--- config.mk ---
export PLATFORM = sky130hd
export DESIGN_NAME = regfile_writeback_ctrl_flat
export DESIGN_NICKNAME = d
export VERILOG_FILES = /design/src/rtl/regfile_writeback_ctrl_if.sv /design/src/rtl/regfile_writeback_ctrl.sv /design/src/flat_wrapper.sv
export SDC_FILE = /design/constraint.sdc
export NUM_CORES = 1
export LEC_CHECK = 0
export ABC_AREA = 1
export CAP_MARGIN = 20
export CORE_ASPECT_RATIO = 2
export CORE_UTILIZATION = 40
export DETAILED_ROUTE_END_ITERATION = 10
export PLACE_DENSITY = 0.64
export SYNTH_ARGS = -nofsm -noshare
export SYNTH_HDL_FRONTEND = slang
export SYNTH_SLANG_ARGS = --single-unit
--- constraint.sdc ---
create_clock -name clk -period 3.1 [get_ports clk]
set_clock_uncertainty 0.2 [all_clocks]
set_input_delay 0.775 -clock clk [delete_from_list [all_inputs] [get_ports clk]]
set_output_delay 0.775 -clock clk [all_outputs]
set_load 0.1 [all_outputs]
--- src/rtl/regfile_writeback_ctrl_if.sv ---
// Signal bundle between the execute/memory stages and the register-file write-back controller.
// The master drives results and issue info; the slave returns handshakes, scoreboard and write port.
interface regfile_writeback_ctrl_if #(
  parameter int unsigned FIFO_DEPTH = 4
);
  localparam int unsigned CntW = $clog2(FIFO_DEPTH) + 1;

  logic            alu_valid;
  logic [4:0]      alu_rd;
  logic [31:0]     alu_data;
  logic            alu_stall;
  logic            lsu_valid;
  logic            lsu_ready;
  logic [4:0]      lsu_rd;
  logic [31:0]     lsu_data;
  logic            issue_valid;
  logic [4:0]      issue_rd;
  logic [31:0]     pending;
  logic            reg_wr;
  logic [4:0]      waddr;
  logic [31:0]     wdata;
  logic [CntW-1:0] fifo_count;

  modport master (
    output alu_valid, alu_rd, alu_data, lsu_valid, lsu_rd, lsu_data, issue_valid, issue_rd,
    input  alu_stall, lsu_ready, pending, reg_wr, waddr, wdata, fifo_count
  );

  modport slave (
    input  alu_valid, alu_rd, alu_data, lsu_valid, lsu_rd, lsu_data, issue_valid, issue_rd,
    output alu_stall, lsu_ready, pending, reg_wr, waddr, wdata, fifo_count
  );
endinterface

--- src/rtl/regfile_writeback_ctrl.sv ---
// Register-file write-port arbiter: ALU results take priority, LSU results queue in a FIFO
// that is forced through after STARVE_MAX blocked cycles; tracks in-flight long-latency dests.
module regfile_writeback_ctrl #(
  parameter int unsigned FIFO_DEPTH = 4,
  parameter int unsigned STARVE_MAX = 3
) (
  input logic                    clk,
  input logic                    reset,
  regfile_writeback_ctrl_if.slave bus
);
  localparam int unsigned PtrW = $clog2(FIFO_DEPTH);
  localparam int unsigned CntW = PtrW + 1;
  localparam int unsigned StvW = (STARVE_MAX < 1) ? 1 : $clog2(STARVE_MAX + 1);

  logic [4:0]      r_rd_mem   [FIFO_DEPTH];
  logic [31:0]     r_data_mem [FIFO_DEPTH];
  logic [PtrW-1:0] r_wptr;
  logic [PtrW-1:0] r_rptr;
  logic [CntW-1:0] r_count;
  logic [StvW-1:0] r_starve;
  logic [31:0]     r_pending;
  logic            r_reg_wr;
  logic [4:0]      r_waddr;
  logic [31:0]     r_wdata;

  logic            w_empty;
  logic            w_ready;
  logic            w_stall;
  logic            w_alu_acc;
  logic            w_lsu_acc;
  logic            w_push;
  logic            w_pop;
  logic [4:0]      w_head_rd;
  logic [31:0]     w_head_data;
  logic [31:0]     w_pending_nxt;

  assign w_empty     = (r_count == '0);
  assign w_ready     = reset & (r_count < CntW'(FIFO_DEPTH));
  assign w_stall     = reset & ~w_empty & (r_starve == StvW'(STARVE_MAX));
  assign w_alu_acc   = bus.alu_valid & ~w_stall;
  assign w_lsu_acc   = bus.lsu_valid & w_ready;
  // rd=0 results complete the handshake but never occupy a slot
  assign w_push      = w_lsu_acc & (bus.lsu_rd != 5'd0);
  assign w_pop       = ~w_alu_acc & ~w_empty;
  assign w_head_rd   = r_rd_mem[r_rptr];
  assign w_head_data = r_data_mem[r_rptr];

  always_comb begin
    w_pending_nxt = r_pending;
    if (w_pop) begin
      w_pending_nxt[w_head_rd] = 1'b0;
    end
    // A re-issue in the same cycle as the pop keeps the register pending
    if (bus.issue_valid && (bus.issue_rd != 5'd0)) begin
      w_pending_nxt[bus.issue_rd] = 1'b1;
    end
    w_pending_nxt[0] = 1'b0;
  end

  always_ff @(posedge clk) begin
    if (w_push) begin
      r_rd_mem[r_wptr]   <= bus.lsu_rd;
      r_data_mem[r_wptr] <= bus.lsu_data;
    end
  end

  always_ff @(posedge clk) begin
    if (!reset) begin
      r_wptr    <= '0;
      r_rptr    <= '0;
      r_count   <= '0;
      r_starve  <= '0;
      r_pending <= '0;
    end else begin
      r_pending <= w_pending_nxt;
      if (w_push) begin
        r_wptr <= r_wptr + PtrW'(1);
      end
      if (w_pop) begin
        r_rptr <= r_rptr + PtrW'(1);
      end
      case ({w_push, w_pop})
        2'b10:   r_count <= r_count + CntW'(1);
        2'b01:   r_count <= r_count - CntW'(1);
        default: r_count <= r_count;
      endcase
      if (w_pop || w_empty) begin
        r_starve <= '0;
      end else if (w_alu_acc) begin
        r_starve <= r_starve + StvW'(1);
      end
    end
  end

  always_ff @(posedge clk) begin
    if (!reset) begin
      r_reg_wr <= 1'b0;
      r_waddr  <= 5'd0;
      r_wdata  <= 32'd0;
    end else if (w_alu_acc) begin
      r_reg_wr <= (bus.alu_rd != 5'd0);
      if (bus.alu_rd != 5'd0) begin
        r_waddr <= bus.alu_rd;
        r_wdata <= bus.alu_data;
      end
    end else if (w_pop) begin
      r_reg_wr <= 1'b1;
      r_waddr  <= w_head_rd;
      r_wdata  <= w_head_data;
    end else begin
      r_reg_wr <= 1'b0;
    end
  end

  assign bus.alu_stall  = w_stall;
  assign bus.lsu_ready  = w_ready;
  assign bus.pending    = r_pending;
  assign bus.reg_wr     = r_reg_wr;
  assign bus.waddr      = r_waddr;
  assign bus.wdata      = r_wdata;
  assign bus.fifo_count = r_count;
endmodule

--- src/flat_wrapper.sv ---
// flat-port wrapper written by rule: the top's interface ports become plain ports
module regfile_writeback_ctrl_flat 
#(
  parameter int unsigned FIFO_DEPTH = 4,
  parameter int unsigned STARVE_MAX = 3
)
  (clk, reset, bus_alu_valid, bus_alu_rd, bus_alu_data, bus_lsu_valid, bus_lsu_rd, bus_lsu_data, bus_issue_valid, bus_issue_rd, bus_alu_stall, bus_lsu_ready, bus_pending, bus_reg_wr, bus_waddr, bus_wdata, bus_fifo_count);
  regfile_writeback_ctrl_if #(.FIFO_DEPTH(FIFO_DEPTH)) bus_i ();
  input logic clk;
  input logic reset;
  input wire logic [$bits(bus_i.alu_valid)-1:0] bus_alu_valid;
  input wire logic [$bits(bus_i.alu_rd)-1:0] bus_alu_rd;
  input wire logic [$bits(bus_i.alu_data)-1:0] bus_alu_data;
  input wire logic [$bits(bus_i.lsu_valid)-1:0] bus_lsu_valid;
  input wire logic [$bits(bus_i.lsu_rd)-1:0] bus_lsu_rd;
  input wire logic [$bits(bus_i.lsu_data)-1:0] bus_lsu_data;
  input wire logic [$bits(bus_i.issue_valid)-1:0] bus_issue_valid;
  input wire logic [$bits(bus_i.issue_rd)-1:0] bus_issue_rd;
  output wire logic [$bits(bus_i.alu_stall)-1:0] bus_alu_stall;
  output wire logic [$bits(bus_i.lsu_ready)-1:0] bus_lsu_ready;
  output wire logic [$bits(bus_i.pending)-1:0] bus_pending;
  output wire logic [$bits(bus_i.reg_wr)-1:0] bus_reg_wr;
  output wire logic [$bits(bus_i.waddr)-1:0] bus_waddr;
  output wire logic [$bits(bus_i.wdata)-1:0] bus_wdata;
  output wire logic [$bits(bus_i.fifo_count)-1:0] bus_fifo_count;
  assign bus_i.alu_valid = bus_alu_valid;
  assign bus_i.alu_rd = bus_alu_rd;
  assign bus_i.alu_data = bus_alu_data;
  assign bus_i.lsu_valid = bus_lsu_valid;
  assign bus_i.lsu_rd = bus_lsu_rd;
  assign bus_i.lsu_data = bus_lsu_data;
  assign bus_i.issue_valid = bus_issue_valid;
  assign bus_i.issue_rd = bus_issue_rd;
  assign bus_alu_stall = bus_i.alu_stall;
  assign bus_lsu_ready = bus_i.lsu_ready;
  assign bus_pending = bus_i.pending;
  assign bus_reg_wr = bus_i.reg_wr;
  assign bus_waddr = bus_i.waddr;
  assign bus_wdata = bus_i.wdata;
  assign bus_fifo_count = bus_i.fifo_count;
  regfile_writeback_ctrl #(.FIFO_DEPTH(FIFO_DEPTH), .STARVE_MAX(STARVE_MAX)) u_core (.clk(clk), .reset(reset), .bus(bus_i));
endmodule
Word level (Yosys, flattened, before mapping) --
Memory sizes are Yosys's and may differ from the RTL's. A register that Yosys moved wholly into a read port is not among the register bits. Index checks and enable logic that the tools add are counted.
Storage, ports and cells: memories 2, register bits 79, RAM bits 148, word-level logic and storage cells 72
Memory list:
- u_core.r_data_mem | words 4, bits a word 32, read ports 1, clocked after memory_dff 1, wr ports 1, line regfile_writeback_ctrl.sv:16 | logic [31:0] r_data_mem [FIFO_DEPTH];
- u_core.r_rd_mem | words 4, bits a word 5, read ports 1, clocked after memory_dff 1, wr ports 1, line regfile_writeback_ctrl.sv:15 | logic [4:0] r_rd_mem [FIFO_DEPTH];
Cells by class: order comparisons 5, equal/unequal tests 4, add/sub/neg operators 5, muxes and demuxes 21, reduce and logical (&&, ||, !) cells 12, bitwise logic cells 14
Operators by type and width (count):
- 32-bit 2-to-1 mux | 5
- 32-bit bitwise AND | 1
- 32-bit inverter | 1
- 32-bit bitwise OR | 1
- 5-bit 2-to-1 mux | 3
- 5-bit nonzero test | 3
- 5-bit by 6-bit less-than comparator with 1-bit output (second input constant) | 2
- 1-bit demux with 5-bit select | 2
- 5-bit by 1-bit greater-or-equal comparator with 1-bit output (second input constant) | 2
- 2-bit 2-to-1 mux | 4
- 1-bit bitwise AND | 7
- 2-bit by 1-bit adder with 2-bit output (second input constant) | 3
- 1-bit 2-to-1 mux | 6
- 3-bit one-hot mux with 2 select lines | 1
- 2-bit equality test (second input constant) | 2
- 1-bit inverter | 4
- 2-bit nonzero test | 2
- 3-bit by 1-bit adder with 3-bit output (second input constant) | 1
- 1-bit logical AND | 3
- 3-bit zero test | 1
- 3-bit less-than comparator (second input constant) | 1
- 3-bit by 1-bit subtractor with 3-bit output (second input constant) | 1
- 2-bit by 1-bit equality test with 1-bit output (second input constant) | 1
- 2-bit != test (second input constant) | 1
- 3 further kinds | 3

Logic depth before layout (Yosys ltp) --
Gate-level depths: netlist of run 1.
depth in word-level cells 11, gate-level depth with buffers 13, depth with buffers taken out 13

Least setup slack after synthesis of run 1 --
Ideal clock, no wire load.
path type register to register, start point reg u_core.r_count[2] (netlist: u_core.bus.fifo_count[2]), end point mem u_core.r_data_mem[0][0], enable pin, setup time 431 ps, clock period less this slack 4936 ps, data arrival time 4304 ps, buffers on the path 0, cell stages (with the launch flop) 4, required time 2469 ps, setup slack -1836 ps, cells stage by stage dfxtp_1 -> nor2_1 -> nand3_1 -> nor2_1
Between the ends: longest elaborated chain between the ends 6
Ends and longest elaborated chain:
- start: declaration | line regfile_writeback_ctrl.sv:19 | logic [CntW-1:0] r_count;
- start signal: assignment | line regfile_writeback_ctrl.sv:83 | 2'b10: r_count <= r_count + CntW'(1);
- start signal: assignment | line regfile_writeback_ctrl.sv:84 | 2'b01: r_count <= r_count - CntW'(1);
- start signal: assignment | line regfile_writeback_ctrl.sv:85 | default: r_count <= r_count;
- 3-bit less-than comparator | line regfile_writeback_ctrl.sv:38 | assign w_ready = reset & (r_count < CntW'(FIFO_DEPTH));
- 1-bit bitwise AND | line regfile_writeback_ctrl.sv:38
- named net bus_lsu_ready | line flat_wrapper.sv:20 | output wire logic [$bits(bus_i.lsu_ready)-1:0] bus_lsu_ready;
- 1-bit bitwise AND | line regfile_writeback_ctrl.sv:41 | assign w_lsu_acc = bus.lsu_valid & w_ready;
- 1-bit bitwise AND | line regfile_writeback_ctrl.sv:43 | assign w_push = w_lsu_acc & (bus.lsu_rd != 5'd0);
- 1-bit 2-to-1 mux | line regfile_writeback_ctrl.sv:61 | if (w_push) begin
- 1-bit 2-to-1 mux (implied by the code) | line regfile_writeback_ctrl.sv:63 | r_data_mem[r_wptr] <= bus.lsu_data;
- end: declaration | line regfile_writeback_ctrl.sv:16
The timed path passes the listed nets, and every way through them passes these cells.

Worst setup path after layout of run 1 --
start point in reset, end point out bus_alu_stall
Between the ends: longest elaborated chain between the ends 2
Ends and longest elaborated chain:
- start: declaration | line flat_wrapper.sv:10 | input logic reset;
- 1-bit bitwise AND (2 in a row) | line regfile_writeback_ctrl.sv:39 | assign w_stall = reset & ~w_empty & (r_starve == StvW'(STARVE_MAX));
- end: declaration | line flat_wrapper.sv:19 | output wire logic [$bits(bus_i.alu_stall)-1:0] bus_alu_stall;
No other way between the ends.

==> results of run 1 <==
per-stage QoR:
step                      setup slack, ps  total power [mW]
final                                 322              9.15
after global routing                  282              9.57
after CTS                             326              9.24
after detailed placement             -110              6.73
after global placement              -78.7              6.71
after floorplan                       134              5.90
layout make-up:
| type | instances | share of cell area [%] |
|---|---|---|
| tap | 280 | 2.96 |
| clock inverter | 7 | 0.783 |
| timing repair buffer | 193 | 14.6 |
| multi-input combinational | 642 | 24.6 |
| antenna | 1 | 0.0212 |
| clock buffer | 29 | 4.78 |
| inverter | 31 | 1.03 |
| sequential | 228 | 51.2 |
flip-flops by register name, summed over array words and instances (netlist names), named ones only:
register and cells:
u_core.r_data_mem 128, u_core.bus.wdata 32, u_core.bus.pending 31, u_core.r_rd_mem 20, u_core.bus.waddr 5, u_core.bus.fifo_count 3, u_core.r_rptr 2, u_core.r_starve 2
u_core.r_wptr 2, u_core.bus.reg_wr 1
layer usage:
layer	part of all wire [%]	wire length, um
met5	0	0
met2	53	12400
met4	4.5	1040
met1	37	8600
met3	5.2	1200
cells by family (layout without fill, tap and decap cells):
logic type / count (synthesis) / count (layout) / share of synthesized area (%)
buffers and inverters: 78 / 260 / 4.05
DFF: 228 / 228 / 65.1
other: 1 / 2 / 0.0404
adders and majority gates: 7 / 7 / 1.02
AOI/OAI and AO/OA: 184 / 184 / 10.2
and+or+nand+nor: 448 / 448 / 19.4
xor gates and xnor gates: 2 / 2 / 0.189
power groups by stage:
stage	Clock [mW]	Sequential (mW)	Combinational, mW
floorplan	0	4.60	1.30
global placement	0	3.71	3.00
detailed placement	0	3.71	3.02
CTS	2.56	3.65	3.03
global route	2.66	3.67	3.24
finish	2.51	3.65	3.00
placed cells by master, fill, tap and decap left out, types with 7 or more instances in the layout:
cell,synthesis,routed
o21ai_0,85,85
a21oi_1,52,52
nor2_4,3,8
buf_4,6,104
o22ai_1,21,21
edfxtp_1,148,148
nor3_1,11,11
nand3_1,22,21
clkdlybuf4s50_1,0,83
nor2_1,143,138
nand2_1,259,259
inv_1,26,25
o21ai_1,25,25
dfxtp_1,80,78
clkbuf_1,21,7
clkbuf_16,0,21
path summary, 6_finish.rpt:
kind                             from  cells past startpoint  slack, ps                  endpoint
min reg2reg        u_core.r_starve[0]                      1        230        u_core.r_starve[0]
max                             reset                      5        320             bus_alu_stall
min                u_core.r_starve[0]                      1        230        u_core.r_starve[0]
max reg2reg  u_core.bus.fifo_count[0]                     13        860  u_core.bus.fifo_count[2]
==> results.md, run 1 <==
- Status: finished clean
- Fmax: 360 MHz
- Number of synthesized flops with an enable pin: 148
- Synth-to-Final Area Change: 27.3%
- Clock Tree Root: clkbuf_16
- Cells after synthesis: 948
- CTS Buffer Depth: 3
- GRT Util Overall: 19.9%
- M2 GR Usage: 37.1%
- Met1 Resource Use GR: 20.9%
- Clock power frac: 27.4%
- Largest net degree at the start of global routing: 59
- Finished Layout Cells: 1411
- Flop pwr share: 39.9%
- Maxcap violations: 0
- # setup viols final: 0
- Routed len/inst: 16.5 um
- Vias in the first global route: 6968
- Final Max Tran Viols: 0
- Register area: 0.00605 sq mm
- Worst Max-Slew Pin Slew: 621 ps
- Worst-path fanout max: 3
- Layout cells sized above 1: 14.6%
- Worst hold slack: 228 ps
- Die Y-Extent: 218 um
- CP Cell Sequence: clkdlybuf4s50_1 -> buf_4 -> nand3_4 -> inv_1 -> buf_12
- Relative slew slack: 58.5%
- Yosys warnings: 0
- Critical path launch point type: input pin
- DP Cell Count: 1374
- DRT antenna net count: 0
- Final cycle utilization of the critical path: 89.6%
- CP delay by family, top: buffers and inverters
- Worst IR Drop VDD: 0.000694 V
- Syn avg cell area: 9.80 sq um
- Vias: 7105
- Setup Fix Bufs, Post-CTS: 0
- Via-to-Cell Ratio: 5.04
- Clk_lat worst skew: 500 ps
- Sequential fraction of the synthesis area: 65.1%
- Share of the synthesized area in the top cell type: 47.8%
- Top post-synthesis cells by count: nand2_1, edfxtp_1, nor2_1
- Power Dens Cells: 774 mW/mm^2
- Buffers on Ports: 157
- WL final: 23300 um
- Area after DPL: 0.0112 sq mm
- Area of the multi-input gates: 0.00291 sq mm
- Synthesized cell area: 0.00929 sq mm
- Cell with the most instances after synthesis: nand2_1
- Die area: 0.0239 sq mm
- Initial Util: 40.9%
- GRT Residual Overflow: 0
- CP required: 2120 ps
- Setup TNS: 0 ps
- Fin. Hold Viols: 0
- FILL cells: 2057
- Core box area: 0.0227 sq mm
- CTS buffer count: 20
- Fin util: 52.0%
- Largest area contributor in the netlist: edfxtp_1
- Synth top area cells: edfxtp_1, dfxtp_1, nand2_1, nor2_1, o21ai_0
- FFs w/ async S/R, synth: 0%
- Synth Register Bits: 228
- CTS tree: yes
- Final Cell Area: 0.0118 sq mm
- Drt pass-1 iters: 4
- Arr. time, crit path: 1800 ps
- Net Count, Synth: 1039
- Post-DP HPWL: 15900 um
- Switch share: 37.5%
- Hold crit path type: flip-flop to flip-flop
- RSZ-0062 raised after global routing: false
- First-pass GRT wire length: 35800 um
- Psw: 3.44 mW
- GRT busiest layer: met2
- 1st-iter DRT viols: 447
- Critical-path top delay cell: clkdlybuf4s50_1
- Initial antenna violation count: 1
- Ys flop type: edfxtp_1
- CTS clk-pin slew, worst paths: 70 ps
- Hold_buf cts: 0
- Setup crit end kind: output port
- Final #Nets: 1207
- Setup CP Type: input pin to output port
- Post-synthesis cell type count: 28
- Die X: 110 um
- Drt drc: 0
- Max stage delay on crit path: 510 ps
- H-Tree Depth: 1
- Buf/Inv on CP: 4
- Final Wtd Congestion: 0.863
- # rows: 78
- Min cycle time layout: 2780 ps
- Design internal power: 5.72 mW
- # IOs: 159
- Routing usage on met3: 2.63%
- Post_cts resized: 0
- Combinational share of power: 32.7%
- CTS sink count: 228
- Pleak: 4.53 nW
No activity file was read; power rests on OpenSTA's default activity.
==> run 2: changes to the inputs <==
CORE_MARGIN = 3   (was not set)
CORE_UTILIZATION = 48   (was 40)
PLACE_DENSITY = 0.74   (was 0.64)
==> run 2 against run 1 <==
Compared with the run above:
- power down 0.92%
- maximum frequency down 1.0%
- worst setup slack worse by 29 ps
- sequential share of layout area down 0.10 points
- sequential cell count is the same
- hold slack worse by 6.8 ps
- via count is 3.4% higher
- register-to-register slack about the same
- cell count down 1.5%
==> results.md, run 2 (synthesis results as in run 1) <==
- Layout cells sized above 1: 14.9% (was 14.6%)
- Register area: 0.00605 sq mm (unchanged)
- Pleak: 4.54 nW (was 4.53 nW)
- Final cycle utilization of the critical path: 90.6% (was 89.6%)
- Fin. Hold Viols: 0 (unchanged)
- H-Tree Depth: 1 (unchanged)
- Psw: 3.44 mW (about the same)
- Most frequent cells in the layout: nand2_1, edfxtp_1, nor2_1 (unchanged)
- Combinational share of power: 33.9% (was 32.7%)
- # setup viols final: 0 (unchanged)
- Initial antenna violation count: 1 (unchanged)
- CP required: 2120 ps (about the same)
- Buffers on Ports: 157 (unchanged)
- Setup crit end kind: output port (unchanged)
- Vias in the first global route: 7409 (was 6968)
- Switch share: 38.0% (was 37.5%)
- Worst IR Drop VDD: 0.000534 V (was 0.000694 V)
- # IOs: 159 (unchanged)
- CTS buffer count: 20 (unchanged)
- Synth-to-Final Area Change: 27.5% (was 27.3%)
- CTS tree: yes (unchanged)
- DRT antenna net count: 0 (unchanged)
- Most common cell after layout, fill and taps aside: nand2_1 (unchanged)
- Area after DPL: 0.0112 sq mm (about the same)
- Flop pwr share: 39.9% (about the same)
- Hold_buf cts: 0 (unchanged)
- Status: finished clean (unchanged)
- CTS clk-pin slew, worst paths: 60 ps (was 70 ps)
- Design internal power: 5.63 mW (was 5.72 mW)
- Final #Nets: 1212 (was 1207)
- Largest net degree at the start of global routing: 50 (was 59)
- Die Y-Extent: 203 um (was 218 um)
- Drt pass-1 iters: 4 (unchanged)
- WL final: 23700 um (was 23300 um)
- Setup Fix Bufs, Post-CTS: 0 (unchanged)
- Arr. time, crit path: 1830 ps (was 1800 ps)
- # rows: 71 (was 78)
- First-pass GRT wire length: 37400 um (was 35800 um)
- Max reg flops: 128 (unchanged)
- FILL cells: 1552 (was 2057)
- Fin util: 62.6% (was 52.0%)
- Post-DP HPWL: 16600 um (was 15900 um)
- Hold crit path type: flip-flop to flip-flop (unchanged)
- Setup TNS: 0 ps (unchanged)
- Initial Util: 49.1% (was 40.9%)
- Die area: 0.0212 sq mm (was 0.0239 sq mm)
- CTS Buffer Depth: 3 (unchanged)
- GRT Util Overall: 22.3% (was 19.9%)
- GRT Residual Overflow: 0 (unchanged)
- Worst-path fanout max: 3 (unchanged)
- Critical path launch point type: input pin (unchanged)
- Min cycle time layout: 2810 ps (was 2780 ps)
- RSZ-0062 raised after global routing: false (unchanged)
- Core box area: 0.0189 sq mm (was 0.0227 sq mm)
- Die X: 104 um (was 110 um)
- Setup CP Type: input pin to output port (unchanged)
- Worst Max-Slew Pin Slew: 641 ps (was 621 ps)
- PnR Total Power: 9.07 mW (was 9.15 mW)
- Relative slew slack: 57.0% (was 58.5%)
- Area of the multi-input gates: 0.00291 sq mm (unchanged)
- Clock power frac: 26.2% (was 27.4%)
- Post_cts resized: 0 (unchanged)
- Power Dens Cells: 766 mW/mm^2 (was 774 mW/mm^2)
- Final Max Tran Viols: 0 (unchanged)
- 1st-iter DRT viols: 390 (was 447)
- Maxcap violations: 0 (unchanged)
- Clk_lat worst skew: 490 ps (was 500 ps)
- Final Cell Area: 0.0118 sq mm (about the same)
- CTS sink count: 228 (unchanged)
- Routed len/inst: 17.0 um (was 16.5 um)
- Fmax: 356 MHz (was 360 MHz)
- Drt drc: 0 (unchanged)
- Most flops, register: u_core.r_data_mem (unchanged)
- Via-to-Cell Ratio: 5.29 (was 5.04)
- Clock Tree Root: clkbuf_16 (unchanged)
- Final Wtd Congestion: 0.886 (was 0.863)
- Vias: 7348 (was 7105)
## run 2: cell count changes in the layout (fill, tap and decap cells not counted), moves of 2 or more
| cell | before | now |
|---|---|---|
| clkinvlp_4 | 0 | 2 |
| clkinv_1 | 0 | 4 |
| clkbuf_1 | 7 | 3 |
| buf_12 | 6 | 10 |
## run 2: per-stage QoR
step	hold slack (ps)	cells	worst slack [ps]
global route	254	1390	269
floorplan	198	948	134
finish	221	1390	293
global placement	206	1354	129
CTS	227	1389	290
detailed placement	218	1354	135
## run 2: final timing paths
check             slack, ps  cells after the start          startpoint                     end
setup / recovery        290                      5               reset           bus_lsu_ready
setup reg to reg        850                      9           flip-flop  u_core.bus.pending[22]
hold reg to reg         220                      1  u_core.r_starve[0]      u_core.r_starve[0]
hold / removal          220                      1  u_core.r_starve[0]      u_core.r_starve[0]
## run 2: critical path, cell delays in order
cell and delay, ps:
clkdlybuf4s50_1 540, inv_1 100, nor2_4 110, buf_4 130
buf_12 160
## run 2: cell type report
class	instances	share of cell area, %
clock buffers	24	4.53
diodes	1	0.0211
repair buffers	198	15.4
multi-input cells	642	24.6
flip-flops and latches	228	51.1
well taps	255	2.69
clock inverters	11	0.750
inverters	31	1.02
## run 2: power by group through the flow
stage / clock network [mW] / registers, mW / logic [mW]
after floorplan: 0 / 4.60 / 1.30
after global placement: 0 / 3.68 / 3.04
after detailed placement: 0 / 3.68 / 3.08
after CTS: 2.42 / 3.62 / 3.09
after global routing: 2.55 / 3.64 / 3.34
final: 2.38 / 3.62 / 3.08
## run 2: per-layer routing
layer	track usage (%)	vias to the layer above	part of all wire, %
li1	-	3538	-
met1	23.6	3464	35
met2	42.5	283	55
met3	3.40	63	6.0
met4	10.8	0	4.2
met5	0	-	0
==> run 3: changes to the inputs <==
CORE_MARGIN = 8   (was 3)
clock period = 2.25 ns   (was 3.1 ns; I/O delays follow)
==> run 3 against run 2 <==
Compared with the run above:
- first-iteration DRC count grew 27%
- wire length grew 5.9%
- non-clock buffer count grew 16
- combinational power grew 56%
- clock power grew 56%
==> results.md, run 3 (synthesis results as in run 1) <==
- Clock power frac: 27.3% (was 26.2%)
- CTS sink count: 228 (unchanged)
- Flop pwr share: 37.5% (was 39.9%)
- Fmax: 455 MHz
- Fin worst setup slack: 53.6 ps (was 293 ps)
- Post-DP HPWL: 17900 um (was 16600 um)
- Vias in the first global route: 7526 (was 7409)
- Largest net degree at the start of global routing: 49 (was 50)
- Critical path launch point type: flip-flop (was input pin)
- H-Tree Depth: 1 (unchanged)
- Worst-path fanout max: 5 (was 3)
- Routed len/inst: 17.8 um (was 17.0 um)
- Final Max Tran Viols: 0 (unchanged)
- Most frequent cells in the layout: nand2_1, edfxtp_1, nor2_1 (unchanged)
- Combinational share of power: 35.3% (was 33.9%)
- Final cycle utilization of the critical path: 97.6%
- 1st-iter DRT viols: 496 (was 390)
- Maxcap violations: 0 (unchanged)
- First-pass GRT wire length: 39300 um (was 37400 um)
- Fin. Hold Viols: 0 (unchanged)
- Final Wtd Congestion: 0.842 (was 0.886)
- # rows: 72 (was 71)
- Initial Util: 48.4% (was 49.1%)
- Layout cells sized above 1: 17.4% (was 14.9%)
- GRT Residual Overflow: 0 (unchanged)
- Pleak: 4.92 nW (was 4.54 nW)
- Min cycle time layout: 2200 ps
- Arr. time, crit path: 1430 ps (was 1830 ps)
- Setup crit end kind: output port (unchanged)
- Worst hold slack: 231 ps (was 221 ps)
- DRT antenna net count: 0 (unchanged)
- CTS clk-pin slew, worst paths: 70 ps (was 60 ps)
- Power Dens Cells: 1050 mW/mm^2 (was 766 mW/mm^2)
- Clock Tree Root: clkbuf_16 (unchanged)
- Vias: 7411 (was 7348)
- WL final: 25100 um (was 23700 um)
- Relative slew slack: 63.8% (was 57.0%)
- Clk_lat worst skew: 490 ps (about the same)
- Initial antenna violation count: 1 (unchanged)
- CP required: 1490 ps (was 2120 ps)
- Die X: 114 um (was 104 um)
- Switch share: 36.1% (was 38.0%)
- Hold crit path type: flip-flop to flip-flop (unchanged)
- Die Y-Extent: 213 um (was 203 um)
- FILL cells: 1388 (was 1552)
- Most common cell after layout, fill and taps aside: nand2_1 (unchanged)
- Drt pass-1 iters: 5 (was 4)
- Worst IR Drop VDD: 0.00103 V (was 0.000534 V)
- Die area: 0.0243 sq mm (was 0.0212 sq mm)
- Core box area: 0.0192 sq mm (was 0.0189 sq mm)
- Design internal power: 8.68 mW (was 5.63 mW)
- Status: finished clean (unchanged)
- Via-to-Cell Ratio: 5.25 (was 5.29)
- Pre-CTS setup slack: -470 ps (was 135 ps)
- # IOs: 159 (unchanged)
- CTS buffer count: 20 (unchanged)
- Drt drc: 0 (unchanged)
- Hold_buf cts: 0 (unchanged)
- Max reg flops: 128 (unchanged)
- Worst Max-Slew Pin Slew: 542 ps (was 641 ps)
- CTS Buffer Depth: 3 (unchanged)
- # setup viols final: 0 (unchanged)
- CTS tree: yes (unchanged)
- Buffers on Ports: 157 (unchanged)
- GRT Util Overall: 20.7% (was 22.3%)
- Psw: 4.91 mW (was 3.44 mW)
- Setup CP Type: flip-flop to output port (was input pin to output port)
- Final #Nets: 1228 (was 1212)
- Synth-to-Final Area Change: 40.0% (was 27.5%)
- Setup TNS: 0 ps (unchanged)
- Most flops, register: u_core.r_data_mem (unchanged)
[run 3: worst paths after layout]
| kind | startpoint | to | slack (ps) | cells after the start |
|---|---|---|---|---|
| setup / recovery | u_core.bus.fifo_count[0] | bus_alu_stall | 50 | 6 |
| hold / removal | u_core.r_starve[0] | u_core.r_starve[0] | 230 | 1 |
| setup reg to reg | u_core.bus.fifo_count[0] | u_core.bus.fifo_count[2] | 140 | 13 |
| hold reg to reg | u_core.r_starve[0] | u_core.r_starve[0] | 230 | 1 |
[run 3: worst max-delay path, cell delays in order, from the launching register on]
cell     delay (ps)
dfxtp_4         360
nor2_4           40
nand2_4          90
nand3_4          80
buf_4           140
inv_2            60
buf_12          160
[run 3: per-stage QoR]
step | power (mW) | util (%) | std cells | area (sq um)
after CTS | 13.6 | 67.6 | 1410 | 13000
final | 13.6 | 67.8 | 1411 | 13000
after global placement | 9.83 | 63.7 | 1372 | 12200
after detailed placement | 9.92 | 63.7 | 1372 | 12200
after floorplan | 8.14 | - | 948 | 9360
after global routing | 14.2 | 67.8 | 1411 | 13000
[run 3: timing repair]
item,4_1_cts,5_1_grt
buffers inserted,2,0
endpoints found under the hold margin,0,0
resized for setup,3,10
pin swaps,1,5
endpoints found under the setup margin,1,2
[run 3: per-layer routing]
layer	wire length, um	track usage (%)
met5	0	0
met4	869	8.97
met3	1330	2.58
met2	14300	40.9
met1	8570	20.9
[run 3: area by class of cell]
cell class | instances | area (sq um) | share of cell area, %
Antenna cell | 1 | 2.50 | 0.0192
Clock buffer | 26 | 564 | 4.34
Sequential cell | 228 | 6060 | 46.6
Timing Repair Buffer | 214 | 2820 | 21.7
Multi-Input combinational cell | 642 | 2950 | 22.7
Tap cell | 259 | 324 | 2.49
Inverter | 31 | 134 | 1.03
Clock inverter | 10 | 154 | 1.18
[run 3: power by group through the flow]
| stage | Sequential, mW | Combinational (mW) | Clock, mW |
|---|---|---|---|
| after floorplan | 6.35 | 1.79 | 0 |
| after global placement | 5.18 | 4.65 | 0 |
| after detailed placement | 5.19 | 4.73 | 0 |
| after CTS | 5.09 | 4.80 | 3.75 |
| after global routing | 5.13 | 5.14 | 3.91 |
| final | 5.09 | 4.79 | 3.71 |
